[src/rtl/hpm_overflow_ctrl_pkg.sv]
// Shared constants and types for the HPM overflow controller (mhpmevent layout, LCOFI bit).
package hpm_overflow_ctrl_pkg;

  localparam int EVT_OF_BIT    = 63;
  localparam int EVT_MINH_BIT  = 62;
  localparam int EVT_SINH_BIT  = 61;
  localparam int EVT_UINH_BIT  = 60;
  localparam int LCOFI_MIP_BIT = 13;
  localparam int HPM_FIRST     = 3;

  localparam logic [1:0] PRIV_U = 2'd0;
  localparam logic [1:0] PRIV_S = 2'd1;
  localparam logic [1:0] PRIV_M = 2'd3;

  // Field order matches mhpmevent bits 63:60 so the struct packs straight into a CSR read.
  typedef struct packed {
    logic of;
    logic minh;
    logic sinh;
    logic uinh;
  } evt_cfg_t;

  function automatic logic mode_blocks(input logic [1:0] priv, input evt_cfg_t cfg);
    logic blk;
    blk = 1'b0;
    case (priv)
      PRIV_M:  blk = cfg.minh;
      PRIV_S:  blk = cfg.sinh;
      PRIV_U:  blk = cfg.uinh;
      default: blk = 1'b0;
    endcase
    return blk;
  endfunction

endpackage

[src/rtl/hpm_ovf_slice.sv]
// One hpm counter's event config flops, mode filter, count enable and OF next-state logic.
module hpm_ovf_slice
  import hpm_overflow_ctrl_pkg::*;
(
  input  logic       clk,
  input  logic       reset,
  input  logic       i_event,
  input  logic       i_at_max,
  input  logic       i_inhibit,
  input  logic       i_stop,
  input  logic       i_freeze,
  input  logic [1:0] i_priv,
  input  logic       i_wr_en,
  input  evt_cfg_t   i_wr_cfg,
  output logic       o_count_en,
  output logic       o_of_rise,
  output evt_cfg_t   o_cfg
);

  evt_cfg_t r_cfg;
  logic     w_block;
  logic     w_wrap;

  assign w_block    = mode_blocks(i_priv, r_cfg);
  assign o_count_en = i_event & ~i_inhibit & ~i_stop & ~w_block & ~i_freeze;
  assign w_wrap     = o_count_en & i_at_max;
  assign o_of_rise  = w_wrap & ~r_cfg.of;
  assign o_cfg      = r_cfg;

  // A wrap overrides the OF value of a simultaneous software write; filters still take the write.
  always_ff @(posedge clk) begin
    if (reset) begin
      r_cfg <= '0;
    end else begin
      if (i_wr_en) r_cfg <= i_wr_cfg;
      if (w_wrap)  r_cfg.of <= 1'b1;
    end
  end

endmodule

[src/rtl/hpm_overflow_ctrl.sv]
// Performance-counter overflow controller: count gating, sticky OF flags and LCOFI request.
// Optional build macro HPM_FREEZE_ON_OVF_EN freezes all hpm counters while any OF is set.
module hpm_overflow_ctrl
  import hpm_overflow_ctrl_pkg::*;
#(
  parameter int COUNTERS = 32,
  parameter int XLEN     = 64
) (
  input  logic                clk,
  input  logic                reset,
  input  logic [COUNTERS-1:0] CounterEvent,
  input  logic [COUNTERS-1:0] CounterAtMax,
  input  logic [31:0]         MCOUNTINHIBIT_REGW,
  input  logic                DebugStopCount_REGW,
  input  logic [1:0]          PrivilegeModeW,
  input  logic                EventWriteM,
  input  logic [4:0]          EventIdxM,
  input  logic [XLEN-1:0]     EventWriteValM,
  input  logic                LCOFIClearM,
  output logic [COUNTERS-1:0] CountEnM,
  output logic [31:0]         OverflowM,
  output logic [XLEN-1:0]     EventCfgReadM,
  output logic                LCOFIReqM
);

  evt_cfg_t    w_cfg [0:31];
  evt_cfg_t    w_wr_cfg;
  evt_cfg_t    w_rd_cfg;
  logic [31:0] w_of_bits;
  logic [31:0] w_of_rise;
  logic        w_freeze;
  logic        r_lcofi;
  logic        w_unused_inputs;

  assign w_wr_cfg = '{of:   EventWriteValM[EVT_OF_BIT],
                      minh: EventWriteValM[EVT_MINH_BIT],
                      sinh: EventWriteValM[EVT_SINH_BIT],
                      uinh: EventWriteValM[EVT_UINH_BIT]};
  assign w_unused_inputs = ^{EventWriteValM[EVT_UINH_BIT-1:0], CounterAtMax[HPM_FIRST-1:0]};

`ifdef HPM_FREEZE_ON_OVF_EN
  assign w_freeze = |w_of_bits;
`else
  assign w_freeze = 1'b0;
`endif

  genvar gi;
  generate
    for (gi = 0; gi < 32; gi++) begin : g_cnt
      if (gi == 1) begin : g_time
        assign CountEnM[gi]  = 1'b0;
        assign w_cfg[gi]     = '0;
        assign w_of_rise[gi] = 1'b0;
      end else if (gi < HPM_FIRST) begin : g_fixed
        // cycle and instret ignore the mode filter and the overflow freeze.
        assign CountEnM[gi]  = CounterEvent[gi] & ~MCOUNTINHIBIT_REGW[gi] & ~DebugStopCount_REGW;
        assign w_cfg[gi]     = '0;
        assign w_of_rise[gi] = 1'b0;
      end else if (gi < COUNTERS) begin : g_hpm
        hpm_ovf_slice u_slice (
          .clk        (clk),
          .reset      (reset),
          .i_event    (CounterEvent[gi]),
          .i_at_max   (CounterAtMax[gi]),
          .i_inhibit  (MCOUNTINHIBIT_REGW[gi]),
          .i_stop     (DebugStopCount_REGW),
          .i_freeze   (w_freeze),
          .i_priv     (PrivilegeModeW),
          .i_wr_en    (EventWriteM && (EventIdxM == 5'(gi))),
          .i_wr_cfg   (w_wr_cfg),
          .o_count_en (CountEnM[gi]),
          .o_of_rise  (w_of_rise[gi]),
          .o_cfg      (w_cfg[gi])
        );
      end else begin : g_absent
        assign w_cfg[gi]     = '0;
        assign w_of_rise[gi] = 1'b0;
      end
      assign w_of_bits[gi] = w_cfg[gi].of;
    end
  endgenerate

  assign OverflowM     = w_of_bits;
  assign w_rd_cfg      = w_cfg[EventIdxM];
  assign EventCfgReadM = {w_rd_cfg, {(XLEN-4){1'b0}}};
  assign LCOFIReqM     = r_lcofi;

  // Only a rising OF raises the request; a new wrap beats a same-cycle software clear.
  always_ff @(posedge clk) begin
    if (reset) begin
      r_lcofi <= 1'b0;
    end else if (|w_of_rise) begin
      r_lcofi <= 1'b1;
    end else if (LCOFIClearM) begin
      r_lcofi <= 1'b0;
    end
  end

endmodule

[config.mk]
export PLATFORM = sky130hd
export DESIGN_NAME = hpm_overflow_ctrl
export DESIGN_NICKNAME = d
export VERILOG_FILES = /design/src/rtl/hpm_overflow_ctrl_pkg.sv /design/src/rtl/hpm_ovf_slice.sv /design/src/rtl/hpm_overflow_ctrl.sv
export SDC_FILE = /design/constraint.sdc
export NUM_CORES = 1
export LEC_CHECK = 0
export CORE_AREA = 2 2 144 146
export CTS_CLUSTER_SIZE = 8
export DETAILED_ROUTE_END_ITERATION = 16
export DIE_AREA = 0 0 146 148
export DONT_BUFFER_PORTS = 1
export PLACE_DENSITY_LB_ADDON = 0.08
export SETUP_SLACK_MARGIN = 0.05
export SYNTH_ARGS = -nofsm -noshare
export SYNTH_HDL_FRONTEND = slang
export SYNTH_SLANG_ARGS = --single-unit
export TNS_END_PERCENT = 20
[constraint.sdc]
create_clock -name clk -period 2.65 [get_ports clk]
set_input_delay 0.53 -clock clk [delete_from_list [all_inputs] [get_ports clk]]
set_output_delay 0.53 -clock clk [all_outputs]
set_load 0.02 [all_outputs]
==> impl.org <==
** Die
- Top-level I/O count :: 301
- The floorplan step defined a die boundary enclosing 21610 um^2.
- The region available for standard cell placement spans 20040 um^2.
- Initial standard-cell utilization of the core :: 39.49%
- The floorplan step set the die height to 148 um.
- The initialized floorplan defines 52 standard-cell rows.
- Die X :: 146 um

** Drt
- Total via count in the routed design :: 6263
- In this run, the number of DRC markers left after iteration 0 of detailed routing was 479.
- Final Routed Wirelength :: 24.33 mm
- DR pass1 iterations :: 7
- In the final routed layout, each cell accounts on average for 22.04 um.
- For this run, design rule violations remaining after detail routing come to 0.
- Final antenna-violating net count :: 0
- Number of vias per cell after detailed routing :: 5.673

** Power
- Worst ir drop on vdd :: 414.0 uV
- Power spread over the standard cell area amounts to 543.1 nW/um^2.
- Leak pwr :: 3.039 nW

** Synth
- Post-synth EDFFs :: 0
- Sequential elements use 29.60% of the synthesized area.
- After synthesis, the most frequently instantiated cells are buf_4 (124), dfxtp_1 (117), mux2i_1 (115).
- Cell type with the highest aggregate area in the netlist :: dfxtp_1
- Ranking of synthesized cells by area :: dfxtp_1 (30%), mux2i_1 (15%), buf_4 (12%)
- Number of distinct standard cells referenced by the synthesized netlist :: 39
- The mapped netlist covers 7913 um^2.
- For this run, the number of Yosys warnings is 0.
- Cell with the most instances after synthesis :: buf_4
- Flop and latch count out of synthesis :: 117
- The average instance in the mapped netlist occupies 8.782 um^2.
- Of all flip-flops after synthesis, the portion carrying an async set or reset was 0%.
- In the synthesized netlist the dominant register cell turns out to be dfxtp_1.
- Proportion of netlist area held by the largest area contributor :: 29.60%
- Syn Inst Count :: 901

** Worst setup path
- Slowest Stage Delay on Critical Path :: 0.52 ns
- Worst R2R Start :: g_cnt[18].g_hpm.u_slice.o_cfg[0]
- Walking the worst path, the cells encountered are mux4_2 -> mux4_2 -> mux2_4.
- Endpoint of the most critical register-to-register path :: LCOFIReqM
- STA classifies the critical path endpoint as an output port.
- The largest individual stage delay along the critical path comes from the cell mux4_2.
- In this run the register-to-register setup slack is 0.80 ns.
- The worst setup path is of the flip-flop to output port kind.
- Req. time, crit path :: 2.12 ns
- STA puts the critical path data arrival time at 2.14 ns.
- The worst setup path is launched from a flip-flop.
- The most numerous cell type found on the critical path is mux4_2.
- Along the worst path, the maximum fanout reaches 4.
- Cell count of the worst reg-to-reg path :: 5

** Place
- After detailed placement, the design holds a cell count of 1074.
- The congestion estimate from routability-driven global placement came to 0.8475.
- Total half-perimeter wirelength after legalization and detailed placement :: 17.17 mm
- In this run the tool buffered the top-level ports with 0 buffer cells.

** Status
- The checks that failed: negative setup slack.
- Outcome :: finished with violations

** Hold path
- Hold Crit Endpoint :: g_cnt[25].g_hpm.u_slice.o_cfg[3]
- Instance count along the most critical hold path :: 1
- The worst hold path belongs to the class input port to flip-flop.
- Worst Min Path Start :: reset

** Global route
- The total overflow left after global routing is 0.
- GRT Total Usage :: 22.13%
- Vias in the first global route :: 6058
- Largest net degree at the start of global routing :: 118
- First-pass GRT wire length :: 36.35 mm
- Number of antenna violations at the first check in global routing :: 0

** Clock network
- The root buffer cell chosen for the clock tree is clkbuf_16.
- TritonCTS built the clock tree.
- At the later pin of the worst-skew pair, clock insertion delay measures 0.42 ns.
- CTS clk-pin slew, worst paths :: 0.05 ns
- Maximum buffer depth of the clock tree :: 2
- Clock Sinks :: 117
- Once the clock tree was built, the setup fixing pass inserted 0 buffers.
- Counting the buffers created by CTS gives 17.
- The H-tree was split into 4 levels.

** STA
- Final hold viol count :: 0
- Final setup margin :: -0.02050 ns
- Setup violations remaining at the end of the flow were counted as 1.
- Final hold slack :: 0.1789 ns
- For the final database, setup skew stands at 0.008007 ns.
- Maximum clock frequency :: 0.3745 GHz
- After layout, the minimum clock period comes to 2.671 ns.
- RSZ-0062 raised after global routing :: true
- Slew at the pin with the worst max-slew slack :: 0.9262 ns
- Headroom to the max-slew limit came out at 37.88%.
- After layout, the worst path uses 100.8% of the clock period.
- Final count of pins violating max slew :: 0

** Final layout
- Once layout is complete, the cells apart from fillers number 1104.
- In the final design database the tool counted 995 nets.
- Fill cell instance count of the final layout :: 2036
- The repair_antennas step left the layout with diodes totalling 0.
- Total area of multi-input combinational cells :: 4547 um^2
- Signed area change from the synthesized netlist to the final layout :: 2.261%
- Combined flip-flop and latch cell area :: 2364 um^2
- Of the cells placed in the final design, the portion with a size suffix greater than 1 is 13.55%.

** Flow run
- Max-cap check violation count :: 0
cells in the final DEF, fill, tap and decap left out, types with 18 or more instances in the layout:
master,count
mux4_2,36
inv_1,18
buf_4,29
conb_1,64
nand2_1,79
nand3_1,60
dfxtp_1,102
o2111ai_1,18
a21oi_1,59
nor2_1,111
mux2i_1,115
worst max-delay path by stage:
stage,start,endpoint,depth (start not counted),slack (ns)
6_report,g_cnt[8].g_hpm.u_slice.o_cfg[3],EventCfgReadM[63],3,-0.02
5_1_grt,g_cnt[8].g_hpm.u_slice.o_cfg[3],EventCfgReadM[63],3,-0.05
4_1_cts,g_cnt[8].g_hpm.u_slice.o_cfg[3],EventCfgReadM[63],3,-0.03
3_5_place_dp,EventIdxM[0],EventCfgReadM[62],3,0.20
3_3_place_gp,EventIdxM[0],EventCfgReadM[63],3,0.22
2_1_floorplan,EventIdxM[0],EventCfgReadM[63],5,0.08
cell type report:
cell class,count,share of cell area [%]
inverter,18,0.8350
tap,270,4.175
sequential,117,29.21
clock inverter,3,0.1856
timing repair buffer,29,2.691
clock buffer,27,6.711
multi-input combinational,640,56.19
registers in the layout, indices dropped and copies added (netlist names):
name / count
LCOFIReqM: 1
g_cnt.g_hpm.u_slice.o_cfg: 116
power breakdown:
group | switching [mW] | total [mW] | internal, mW | leakage (nW)
registers | 0.0354 | 1.83 | 1.79 | 0.953
logic | 0.247 | 0.395 | 0.148 | 1.80
clock network | 0.795 | 2.17 | 1.38 | 0.281
critical path: cells and delay by family (launching register included):
kind   cells  cell delay [ns]
flops      1             0.37
mux        3             1.34
metal layers:
layer	share of wire, %	track usage [%]	wire length [um]	vias up
li1	-	-	-	2895
met1	44	29.44	10670	3050
met2	46	34.81	11140	282
met3	7.4	5.432	1793	36
met4	3.0	8.592	722	0
met5	0	0	0	-
timing repair:
action,4_1_cts,5_1_grt
setup endpoints to repair,4,4
gates resized for setup,15,1
hold buffers,0,0
cells by family after synthesis:
logic type             synth area share [%]
AND/OR/NAND/NOR                       19.92
multiplexers                          25.36
AO/OA/AOI/OAI                         8.950
flip-flops                            29.60
buffers and inverters                 16.11
other                               0.04739
per-stage QoR:
| stage | power (mW) | instance area, um^2 | util [%] | setup slack, ns | setup TNS (ns) |
|---|---|---|---|---|---|
| 3_5_place_dp | 2.255 | 7512 | 37.49 | 0.2043 | 0 |
| 2_1_floorplan | 2.406 | 8193 | - | 0.07582 | 0 |
| 5_1_grt | 4.555 | 8092 | 40.38 | -0.05448 | -0.07641 |
| 4_1_cts | 4.427 | 8090 | 40.37 | -0.03306 | -0.03439 |
| 6_report | 4.395 | 8092 | 40.38 | -0.02050 | -0.02050 |
| 3_3_place_gp | 2.251 | 7512 | 37.49 | 0.2159 | 0 |
(Power assumes the default switching activity.)
